===== src/rtl/ps2_pkg.sv =====
// Shared PS/2 receive definitions: frame FSM encoding, byte width and frame parity check.
package ps2_pkg;

  localparam int PS2_DATA_W = 8;

  typedef enum logic [1:0] {
    ST_IDLE   = 2'd0,
    ST_DATA   = 2'd1,
    ST_PARITY = 2'd2,
    ST_STOP   = 2'd3
  } ps2_state_e;

  // PS/2 uses odd parity over the 8 data bits plus the parity bit.
  function automatic logic frame_parity_ok(input logic [PS2_DATA_W-1:0] dat, input logic par);
    return ^{dat, par};
  endfunction

endpackage


===== src/rtl/ps2_rx_fifo_if.sv =====
// Register-bus side of the PS/2 receiver: FIFO pop handshake, level, shift strobe and error flags.
interface ps2_rx_fifo_if #(
  parameter int FIFO_AW = 4
);
  import ps2_pkg::*;

  logic                  done;
  logic                  rdy;
  logic [PS2_DATA_W-1:0] data;
  logic [FIFO_AW:0]      level;
  logic                  shift;
  logic                  clr_err;
  logic                  par_err;
  logic                  frm_err;
  logic                  ovf;

  modport slave (
    input  done, clr_err,
    output rdy, data, level, shift, par_err, frm_err, ovf
  );

  modport master (
    output done, clr_err,
    input  rdy, data, level, shift, par_err, frm_err, ovf
  );

endinterface


===== src/rtl/ps2_sync_filter.sv =====
// PS2C/PS2D synchroniser, PS2C glitch filter and falling-edge strobe.
// Pin-to-shift latency is SYNC_STAGES+FILTER_LEN+1 clocks; dat is the synchronised PS2D level.
module ps2_sync_filter #(
  parameter int SYNC_STAGES = 2,
  parameter int FILTER_LEN  = 4
) (
  input  logic clk,
  input  logic rst,
  input  logic ps2c,
  input  logic ps2d,
  output logic dat,
  output logic shift
);

  localparam int CNT_W = $clog2(FILTER_LEN + 1);

  logic [SYNC_STAGES-1:0] c_sync_q, c_sync_d;
  logic [SYNC_STAGES-1:0] d_sync_q, d_sync_d;
  logic [CNT_W-1:0]       cnt_q, cnt_d;
  logic                   filt_q, filt_d;
  logic                   filt_prev_q, filt_prev_d;
  logic                   shift_q, shift_d;
  logic                   c_sync;

  assign c_sync = c_sync_q[SYNC_STAGES-1];

  always_comb begin
    c_sync_d    = {c_sync_q[SYNC_STAGES-2:0], ps2c};
    d_sync_d    = {d_sync_q[SYNC_STAGES-2:0], ps2d};
    cnt_d       = '0;
    filt_d      = filt_q;
    // The filtered level flips only on the FILTER_LEN-th consecutive differing sample.
    if (c_sync != filt_q) begin
      if (cnt_q == CNT_W'(FILTER_LEN - 1)) begin
        filt_d = c_sync;
      end else begin
        cnt_d = cnt_q + 1'b1;
      end
    end
    filt_prev_d = filt_q;
    shift_d     = filt_prev_q & ~filt_q;
  end

  always_ff @(posedge clk) begin
    if (!rst) begin
      c_sync_q    <= '1;
      d_sync_q    <= '1;
      cnt_q       <= '0;
      filt_q      <= 1'b1;
      filt_prev_q <= 1'b1;
      shift_q     <= 1'b0;
    end else begin
      c_sync_q    <= c_sync_d;
      d_sync_q    <= d_sync_d;
      cnt_q       <= cnt_d;
      filt_q      <= filt_d;
      filt_prev_q <= filt_prev_d;
      shift_q     <= shift_d;
    end
  end

  assign dat   = d_sync_q[SYNC_STAGES-1];
  assign shift = shift_q;

endmodule


===== src/rtl/ps2_rx_fifo.sv =====
// PS/2 device-to-host receiver with frame checking, sticky error flags and a 2**FIFO_AW byte FIFO.
// Optional mid-frame idle timeout is enabled by defining PS2_RX_TIMEOUT_EN.
module ps2_rx_fifo
  import ps2_pkg::*;
#(
  parameter int FIFO_AW     = 4,
  parameter int SYNC_STAGES = 2,
  parameter int FILTER_LEN  = 4,
  parameter int TIMEOUT_CYC = 5000
) (
  input  logic          clk,
  input  logic          rst,
  input  logic          PS2C,
  input  logic          PS2D,
  ps2_rx_fifo_if.slave  bus
);

  localparam int DEPTH = 2 ** FIFO_AW;

  logic                  dat;
  logic                  shift;
  ps2_state_e            state_q, state_d;
  logic [2:0]            bitcnt_q, bitcnt_d;
  logic [PS2_DATA_W-1:0] sr_q, sr_d;
  logic                  par_q, par_d;
  logic [FIFO_AW:0]      wr_ptr_q, wr_ptr_d;
  logic [FIFO_AW:0]      rd_ptr_q, rd_ptr_d;
  logic                  par_err_q, par_err_d;
  logic                  frm_err_q, frm_err_d;
  logic                  ovf_q, ovf_d;
  logic [PS2_DATA_W-1:0] mem_q [DEPTH];
  logic                  empty, full, push, pop;
  logic                  par_evt, frm_evt, ovf_evt;
  logic                  timeout;

  ps2_sync_filter #(
    .SYNC_STAGES (SYNC_STAGES),
    .FILTER_LEN  (FILTER_LEN)
  ) u_sync_filter (
    .clk   (clk),
    .rst   (rst),
    .ps2c  (PS2C),
    .ps2d  (PS2D),
    .dat   (dat),
    .shift (shift)
  );

`ifdef PS2_RX_TIMEOUT_EN
  localparam int TO_W = $clog2(TIMEOUT_CYC + 1);

  logic [TO_W-1:0] to_cnt_q, to_cnt_d;

  always_comb begin
    timeout  = (state_q != ST_IDLE) && !shift && (to_cnt_q == TO_W'(TIMEOUT_CYC));
    to_cnt_d = to_cnt_q + 1'b1;
    if (state_q == ST_IDLE || shift || timeout) begin
      to_cnt_d = '0;
    end
  end

  always_ff @(posedge clk) begin
    if (!rst) begin
      to_cnt_q <= '0;
    end else begin
      to_cnt_q <= to_cnt_d;
    end
  end
`else
  assign timeout = 1'b0;

  // A stalled frame simply waits; TIMEOUT_CYC is meaningful only in the timeout build.
  if (TIMEOUT_CYC < 1) begin : g_timeout_unused
  end
`endif

  assign empty = (wr_ptr_q == rd_ptr_q);
  assign full  = (wr_ptr_q[FIFO_AW] != rd_ptr_q[FIFO_AW]) &&
                 (wr_ptr_q[FIFO_AW-1:0] == rd_ptr_q[FIFO_AW-1:0]);
  assign pop   = bus.done && !empty;

  always_comb begin
    state_d  = state_q;
    bitcnt_d = bitcnt_q;
    sr_d     = sr_q;
    par_d    = par_q;
    push     = 1'b0;
    par_evt  = 1'b0;
    frm_evt  = 1'b0;
    ovf_evt  = 1'b0;

    unique case (state_q)
      ST_IDLE: begin
        if (shift && !dat) begin
          state_d  = ST_DATA;
          bitcnt_d = '0;
        end
      end
      ST_DATA: begin
        if (shift) begin
          sr_d     = {dat, sr_q[PS2_DATA_W-1:1]};
          bitcnt_d = bitcnt_q + 3'd1;
          if (bitcnt_q == 3'd7) begin
            state_d = ST_PARITY;
          end
        end
      end
      ST_PARITY: begin
        if (shift) begin
          par_d   = dat;
          state_d = ST_STOP;
        end
      end
      ST_STOP: begin
        // A same-cycle pop frees a slot, so a full FIFO still accepts the byte.
        if (shift) begin
          state_d = ST_IDLE;
          if (!dat) begin
            frm_evt = 1'b1;
          end else if (!frame_parity_ok(sr_q, par_q)) begin
            par_evt = 1'b1;
          end else if (full && !pop) begin
            ovf_evt = 1'b1;
          end else begin
            push = 1'b1;
          end
        end
      end
      default: state_d = ST_IDLE;
    endcase

    if (timeout) begin
      state_d = ST_IDLE;
      frm_evt = 1'b1;
    end
  end

  always_comb begin
    wr_ptr_d  = wr_ptr_q + (FIFO_AW + 1)'(push);
    rd_ptr_d  = rd_ptr_q + (FIFO_AW + 1)'(pop);
    par_err_d = (par_err_q & ~bus.clr_err) | par_evt;
    frm_err_d = (frm_err_q & ~bus.clr_err) | frm_evt;
    ovf_d     = (ovf_q & ~bus.clr_err) | ovf_evt;
  end

  always_ff @(posedge clk) begin
    if (!rst) begin
      state_q   <= ST_IDLE;
      bitcnt_q  <= '0;
      sr_q      <= '0;
      par_q     <= 1'b0;
      wr_ptr_q  <= '0;
      rd_ptr_q  <= '0;
      par_err_q <= 1'b0;
      frm_err_q <= 1'b0;
      ovf_q     <= 1'b0;
    end else begin
      state_q   <= state_d;
      bitcnt_q  <= bitcnt_d;
      sr_q      <= sr_d;
      par_q     <= par_d;
      wr_ptr_q  <= wr_ptr_d;
      rd_ptr_q  <= rd_ptr_d;
      par_err_q <= par_err_d;
      frm_err_q <= frm_err_d;
      ovf_q     <= ovf_d;
    end
  end

  always_ff @(posedge clk) begin
    if (push) begin
      mem_q[wr_ptr_q[FIFO_AW-1:0]] <= sr_q;
    end
  end

  assign bus.rdy     = !empty;
  assign bus.data    = mem_q[rd_ptr_q[FIFO_AW-1:0]];
  assign bus.level   = wr_ptr_q - rd_ptr_q;
  assign bus.shift   = shift;
  assign bus.par_err = par_err_q;
  assign bus.frm_err = frm_err_q;
  assign bus.ovf     = ovf_q;

endmodule


===== src/flat_wrapper.sv =====
// flat-port wrapper written by rule: the top's interface ports become plain ports
module ps2_rx_fifo_flat import ps2_pkg::*;
#(
  parameter int FIFO_AW     = 4,
  parameter int SYNC_STAGES = 2,
  parameter int FILTER_LEN  = 4,
  parameter int TIMEOUT_CYC = 5000
)
  (clk, rst, PS2C, PS2D, bus_done, bus_clr_err, bus_rdy, bus_data, bus_level, bus_shift, bus_par_err, bus_frm_err, bus_ovf);
  ps2_rx_fifo_if #(.FIFO_AW(FIFO_AW)) bus_i ();
  input  logic clk;
  input  logic rst;
  input  logic PS2C;
  input  logic PS2D;
  input wire logic [$bits(bus_i.done)-1:0] bus_done;
  input wire logic [$bits(bus_i.clr_err)-1:0] bus_clr_err;
  output wire logic [$bits(bus_i.rdy)-1:0] bus_rdy;
  output wire logic [$bits(bus_i.data)-1:0] bus_data;
  output wire logic [$bits(bus_i.level)-1:0] bus_level;
  output wire logic [$bits(bus_i.shift)-1:0] bus_shift;
  output wire logic [$bits(bus_i.par_err)-1:0] bus_par_err;
  output wire logic [$bits(bus_i.frm_err)-1:0] bus_frm_err;
  output wire logic [$bits(bus_i.ovf)-1:0] bus_ovf;
  assign bus_i.done = bus_done;
  assign bus_i.clr_err = bus_clr_err;
  assign bus_rdy = bus_i.rdy;
  assign bus_data = bus_i.data;
  assign bus_level = bus_i.level;
  assign bus_shift = bus_i.shift;
  assign bus_par_err = bus_i.par_err;
  assign bus_frm_err = bus_i.frm_err;
  assign bus_ovf = bus_i.ovf;
  ps2_rx_fifo #(.FIFO_AW(FIFO_AW), .SYNC_STAGES(SYNC_STAGES), .FILTER_LEN(FILTER_LEN), .TIMEOUT_CYC(TIMEOUT_CYC)) u_core (.clk(clk), .rst(rst), .PS2C(PS2C), .PS2D(PS2D), .bus(bus_i));
endmodule

===== config.mk =====
export PLATFORM = sky130hd
export DESIGN_NAME = ps2_rx_fifo_flat
export DESIGN_NICKNAME = d
export VERILOG_FILES = /design/src/rtl/ps2_pkg.sv /design/src/rtl/ps2_rx_fifo_if.sv /design/src/rtl/ps2_sync_filter.sv /design/src/rtl/ps2_rx_fifo.sv /design/src/flat_wrapper.sv
export SDC_FILE = /design/constraint.sdc
export NUM_CORES = 1
export LEC_CHECK = 0
export CAP_MARGIN = 20
export CORE_ASPECT_RATIO = 1.1
export CORE_MARGIN = 3
export CORE_UTILIZATION = 55
export DETAILED_ROUTE_END_ITERATION = 12
export PLACE_DENSITY = 0.76
export SYNTH_ARGS = -nofsm -noshare
export SYNTH_HDL_FRONTEND = slang
export SYNTH_HIERARCHICAL = 1
export SYNTH_SLANG_ARGS = --single-unit

===== constraint.sdc =====
create_clock -name clk -period 3 [get_ports clk]
set_input_delay 0.6 -clock clk [delete_from_list [all_inputs] [get_ports clk]]
set_output_delay 0.6 -clock clk [all_outputs]
set_load 0.01 [all_outputs]

# Yosys cells after proc, flatten, opt, wreduce, memory -nomap -nowiden
# Memories as Yosys holds them, arrays and structs flattened. A register that Yosys moved wholly into a read port is not among the register bits.
# Cells that the tools add are included.
# totals
ff_bits	37
latchBits	0
ram_bits	128
mem_bits_ro	0
input_bits	6
out_inout_bits	18
wordCells	91
memories	1
# classes
addsub	5
multipliers	0
n_div	0
magnitude_cmp	0
n_eq_ne	14
shift	0
n_mux	29
bitwise	11
reduce_logical	16
# memory_table
memory	words	word_bits	rd	rd_ports_with_merged_regs	write_ports	line	text
u_core.mem_q	16	8	1	1	1	ps2_rx_fifo.sv:31	logic [PS2_DATA_W-1:0] mem_q [DEPTH];
# op_table
op	n
1-bit 2-to-1 mux	19
5-bit by 1-bit adder with 5-bit output	2
2-bit 2-to-1 mux	5
9-bit XOR reduction	1
2-bit case mux with 4 select lines	1
3-bit by 1-bit adder with 3-bit output (second input constant)	2
3-bit 2-to-1 mux	2
2-bit inequality test (second input constant)	3
3-bit case mux with 2 select lines	1
2-bit AND reduction	3
5-bit equality test	1
5-bit AND reduction	1
5-bit subtractor	1
1-bit AND	4
2-bit equality test (second input constant)	2
4-bit equality test	1
1-bit logical AND	4
4-bit 2-to-1 mux	1
2-bit by 1-bit inequality test with 1-bit output (second input constant)	2
1-bit NOT	4
3-bit by 2-bit equality test with 1-bit output (second input constant)	1
3-bit equality test (second input constant)	1
1-bit zero test	3
1-bit OR	3
other kinds (6)	7

# Longest topological paths before layout
# Gate-level depths: netlist (run 1).
# depth
ltp_word	12
depth_mapped	14

# By module
# Netlist (run 1), hierarchy kept.
# modules_own_cells
mod	instances	cells_per_inst	area_each_um2	seq_area_each_um2
ps2_rx_fifo	1	400	6442.4	4384.2
ps2_sync_filter	1	26	322.8	200.2

# Worst setup path before layout (run 1)
# No wires, ideal clock.
# synth_timing
kind	register -> register
startpoint	register u_core.rd_ptr_q[1]
endpoint	register u_core.wr_ptr_q[4]
setup_ns	0.128
arrival_time_ns	2.953
required_time_ns	2.872
path_slack_ns	-0.081
stages_incl_launch_ff	15
n_path_buf	3
path_cell_list	dfxtp_1 clkbuf_1 buf_1 inv_1 ha_1 nand4_1 or3_1 nand2_1 clkbuf_1 nor2_1 ha_1 ha_1 nand3_1 xor2_1 nor2_1
# synth_via
elab_chain_len	11
elab_cells_between_ends	13
cone_classes	1 x add/sub; 2 x eq/ne; 5 x mux; 5 x reduce/logical
# synth_rtl
item	line	text
start, declared	ps2_rx_fifo.sv:27	logic [FIFO_AW:0] rd_ptr_q, rd_ptr_d;
start signal, assigned	ps2_rx_fifo.sv:162	rd_ptr_q <= rd_ptr_d;
5-bit equality test	ps2_rx_fifo.sv:76	assign empty = (wr_ptr_q == rd_ptr_q);
1-bit zero test	ps2_rx_fifo.sv:79	assign pop = bus.done && !empty;
1-bit logical AND	ps2_rx_fifo.sv:79	
1-bit zero test	ps2_rx_fifo.sv:121	end else if (full && !pop) begin
1-bit logical AND *	ps2_rx_fifo.sv:121	
1-bit 2-to-1 mux *	ps2_rx_fifo.sv:121	
1-bit 2-to-1 mux *	ps2_rx_fifo.sv:119	end else if (!frame_parity_ok(sr_q, par_q)) begin
1-bit 2-to-1 mux *	ps2_rx_fifo.sv:117	if (!dat) begin
1-bit 2-to-1 mux *	ps2_rx_fifo.sv:115	if (shift) begin
1-bit 2-to-1 mux *	ps2_rx_fifo.sv:91	unique case (state_q)
5-bit by 1-bit adder with 5-bit output *	ps2_rx_fifo.sv:138	wr_ptr_d = wr_ptr_q + (FIFO_AW + 1)'(push);
end signal, assigned	ps2_rx_fifo.sv:161	wr_ptr_q <= wr_ptr_d;
end, declared	ps2_rx_fifo.sv:26	logic [FIFO_AW:0] wr_ptr_q, wr_ptr_d;
# Every way passes the cells marked *; elsewhere a longest branch is shown, timed or not.
# A chain may end at the register's enable or synchronous reset.

==> results.md, run 1 <==
- First-pass GRT wire length: approximately 21 mm
- Largest net degree at the start of global routing: 33
- Top cell type by total area after synthesis: edfxtp_1
- Worst reg-to-reg setup slack: 480 ps
- Sequential element share of the synthesized area: around two thirds
- Vias post-DR: a little under 4000
- Router iterations before antenna repair: 5
- Worst path depth: 5
- 1st-iter DRT viols: 366
- Initial antenna violation count: 0
- Crit path buf inv count: 2
- Post-DP HPWL: 8.14 mm
- Worst-path cell chain: clkbuf_16 -> mux4_2 -> a22oi_2 -> nand2_1 -> clkdlybuf4s50_1
- FF+latch count, synth: ~170
- Final setup margin: roughly 59 ps
- Worst Path Required: between 2000 and 2500 ps
- Setup Skew: 10.9 ps
- Worst path max stage delay: 500 ps
- Fin crit share: 98.0%
- FMAX: around 0.34 GHz
- Status: finished, final reports clean
- Vias per cell: 5.82
- Reg clk slew, reported paths: 60 ps
- WS Path Type: flop to output pin
- Pleak: 2.89 nW
- Final nets: 522
- Clock buffer depth: 2
- Synthesized cell area: 6770 um^2
- Final instance area: between 8000 and 9000 um^2
- Slew headroom: 59.2%
- Final WL: 13.7 mm
- Slew Viols, Final: 0
- # IOs: 24
- Antenna-violating nets left: 0
- Syn avg cell area: 15.9 um^2
- Startpoint Class: flop
- Gate count of the mapped netlist: 426
- Die Y: 122 um
- Global Route Usage Sum: roughly a fifth
- Final Hold Vio Count: 0
- Share of the synthesized area in the top cell type: 56.8%
- GRT overflow: 0
- DRC viols: 0
- Worst-Margin Slew: 612 ps
- Worst EP arrival: 2340 ps
- Post-synthesis net count: 450
- Peak fanout along the critical path: 8
- R2R depth: 8
- Chip width: 112 um
- Cts bufs inserted: 17
- CTS tree: built
- Routability congestion estimate: 0.842
- Final setup vio count: 0
- Share of layout cells above drive strength 1: roughly 26%
- FF-to-FF Start: u_core/rd_ptr_q[2]
- Largest cells by area after synthesis: edfxtp_1, dfxtp_1, mux4_2
- Non-filler cells, final: 661
- Wire per inst: 20.7 um
- Post-layout min period: 2940 ps
- Util after Layout: between 60 and 70%
- Final hold slack: between 400 and 500 ps
- Worst setup EP type: output pin
- Placed cell count: 614
- Ant diodes: 0
- Crit path max-delay family: buffers and inverters
- Clk_lat worst skew: about 420 ps
- Hold WC Path Type: flop to flop
- Worst flop-to-flop path endpoint: u_core/mem_q[5][3]
- Power density over cell area: 558 nW/um^2
- Vias in the first global route: between 3000 and 4000
- CP startpoint: u_core/rd_ptr_q[0]
- VDD IR max: 0.312 mV
- Placed inst area: 7380 um^2
- CTS Hold Buffers Added: 0
- Num rows: roughly 40
- DP Worst Slack: 301 ps
- Core Region: between 10000 and 15000 um^2
- # port buffers: 23
- Yosys warnings: 6
- Number of library cell types mapped by synthesis: 38
- # Max-Cap Violations: 0
- Fillers: 740
- P&R area growth vs syn: 20.7%
- Initial Utilization: 57.6%
- Root buffer cell: clkbuf_16
- # H-tree levels: 4
- CP max-delay cell: mux4_2
- Crit path capture: bus_data[2]
- Sink Count: 165
- Die area: around 14000 um^2
-- per-stage QoR --
| step | setup TNS [ps] | power, mW |
|---|---|---|
| after floorplan | 0 | 2.56 |
| after global placement | 0 | 2.58 |
| after detailed placement | 0 | 2.59 |
| after CTS | 0 | 4.58 |
| after global routing | -4.26 | 4.70 |
| final | 0 | 4.56 |
-- final cells by class --
cell class                 instances  area (um^2)  share of cell area [%]
sequential                       165         4590                    56.2
multi-input combinational        228         2100                    25.7
inverter                          15         56.3                   0.689
tap                              150          188                    2.30
clock buffer                      18          429                    5.26
clock inverter                    14          129                    1.58
timing repair buffer              71          677                    8.29
-- logic make-up after synthesis --
kind of cell	Yosys count	synth area share, %
fa+ha+maj	18	3.44
buf+inv	33	2.00
mux	38	11.5
flops	165	67.8
compound gates	34	3.48
simple gates	120	8.84
xor+xnor	18	2.94
-- worst reg2reg max path: cells and delay by family (launching register included) --
family | cells | cell delay, ps
and+or+nand+nor | 4 | 850
buffers and inverters | 3 | 570
DFF | 1 | 450
adders and majority gates | 1 | 350
-- cell usage after synthesis, drive strengths merged --
cell type / instances
xnor2: 12
o221ai: 1
o41ai: 1
nand2b: 8
a21o: 2
clkbuf: 12
inv: 15
or3: 2
nor3: 18
dfxtp: 37
o211ai: 1
and4bb: 1
nor4b: 2
ha: 17
xor2: 5
a211oi: 1
a22oi: 16
mux4: 32
nand3b: 3
mux2i: 6
xnor3: 1
nor2: 20
nor2b: 6
and3: 1
edfxtp: 128
nand2: 30
buf: 6
o21ai: 1
nand3: 18
fa: 1
a21oi: 11
and2: 8
nand4: 3
-- what timing repair did --
action	CTS	global route
buffers inserted	0	12
cloned	1	2
resized for setup	16	6
endpoints found under the setup margin	9	7
-- placed cells by master, fill, tap and decap left out, types with 4 or more instances in the layout --
cell type / instances
edfxtp_1: 128
buf_4: 43
dfxtp_1: 33
mux4_2: 32
nand2_1: 30
nor2_1: 20
clkbuf_16: 19
nor3_1: 18
nand3_1: 18
ha_1: 17
clkdlybuf4s50_1: 16
inv_1: 15
a21oi_1: 11
a22oi_2: 10
xnor2_1: 10
and2_1: 8
nand2b_1: 7
clkinvlp_4: 6
a22oi_1: 6
nor2b_1: 6
mux2i_1: 6
xor2_1: 5
dlymetal6s2s_1: 4
-- report_power, final --
part	switching, mW	internal, mW
clock network	0.871	1.15
registers	0.00635	2.44
logic	0.0574	0.0405
total	0.934	3.62
-- routing by layer --
metal  track usage, %  share of wire, %  vias to the layer above
met4             6.77               2.2                        0
met1             27.3                41                     1902
met5                0                 0                        -
li1                 -                 -                     1773
met2             35.3                51                      148
met3             4.78               6.0                       26
-- flip-flops by register name, summed over array words and instances, names as in the netlist, 2 cells and up --
register,flops
u_core/bitcnt_q,3
u_core/mem_q,128
u_core/rd_ptr_q,5
u_core/sr_q,8
u_core/state_q,2
u_core/u_sync_filter/c_sync_q,2
u_core/u_sync_filter/cnt_q,3
u_core/u_sync_filter/d_sync_q,2
u_core/wr_ptr_q,5
-- how the worst min path moves through the flow --
stage                                       endpoint                             start  slack [ps]  depth (start not counted)
global route        u_core/u_sync_filter/d_sync_q[1]  u_core/u_sync_filter/d_sync_q[0]         430                          1
finish              u_core/u_sync_filter/d_sync_q[1]  u_core/u_sync_filter/d_sync_q[0]         410                          1
CTS                 u_core/u_sync_filter/d_sync_q[1]  u_core/u_sync_filter/d_sync_q[0]         410                          1
detailed placement  u_core/u_sync_filter/d_sync_q[1]  u_core/u_sync_filter/d_sync_q[0]         390                          1
global placement    u_core/u_sync_filter/d_sync_q[1]  u_core/u_sync_filter/d_sync_q[0]         390                          1
floorplan           u_core/u_sync_filter/c_sync_q[1]  u_core/u_sync_filter/c_sync_q[0]         390                          1
(Power assumes the default switching activity.)
==> inputs of run 2 (changes only) <==
--- a/config.mk
+++ b/config.mk
@@ -9,6 +9,7 @@
 export CORE_ASPECT_RATIO = 1.1
 export CORE_MARGIN = 3
 export CORE_UTILIZATION = 55
+export CTS_CLUSTER_SIZE = 40
 export DETAILED_ROUTE_END_ITERATION = 12
 export PLACE_DENSITY = 0.76
 export SYNTH_ARGS = -nofsm -noshare
==> results of run 2 <==
No change in the layout: final DEF, timing and power equal those of run 1.
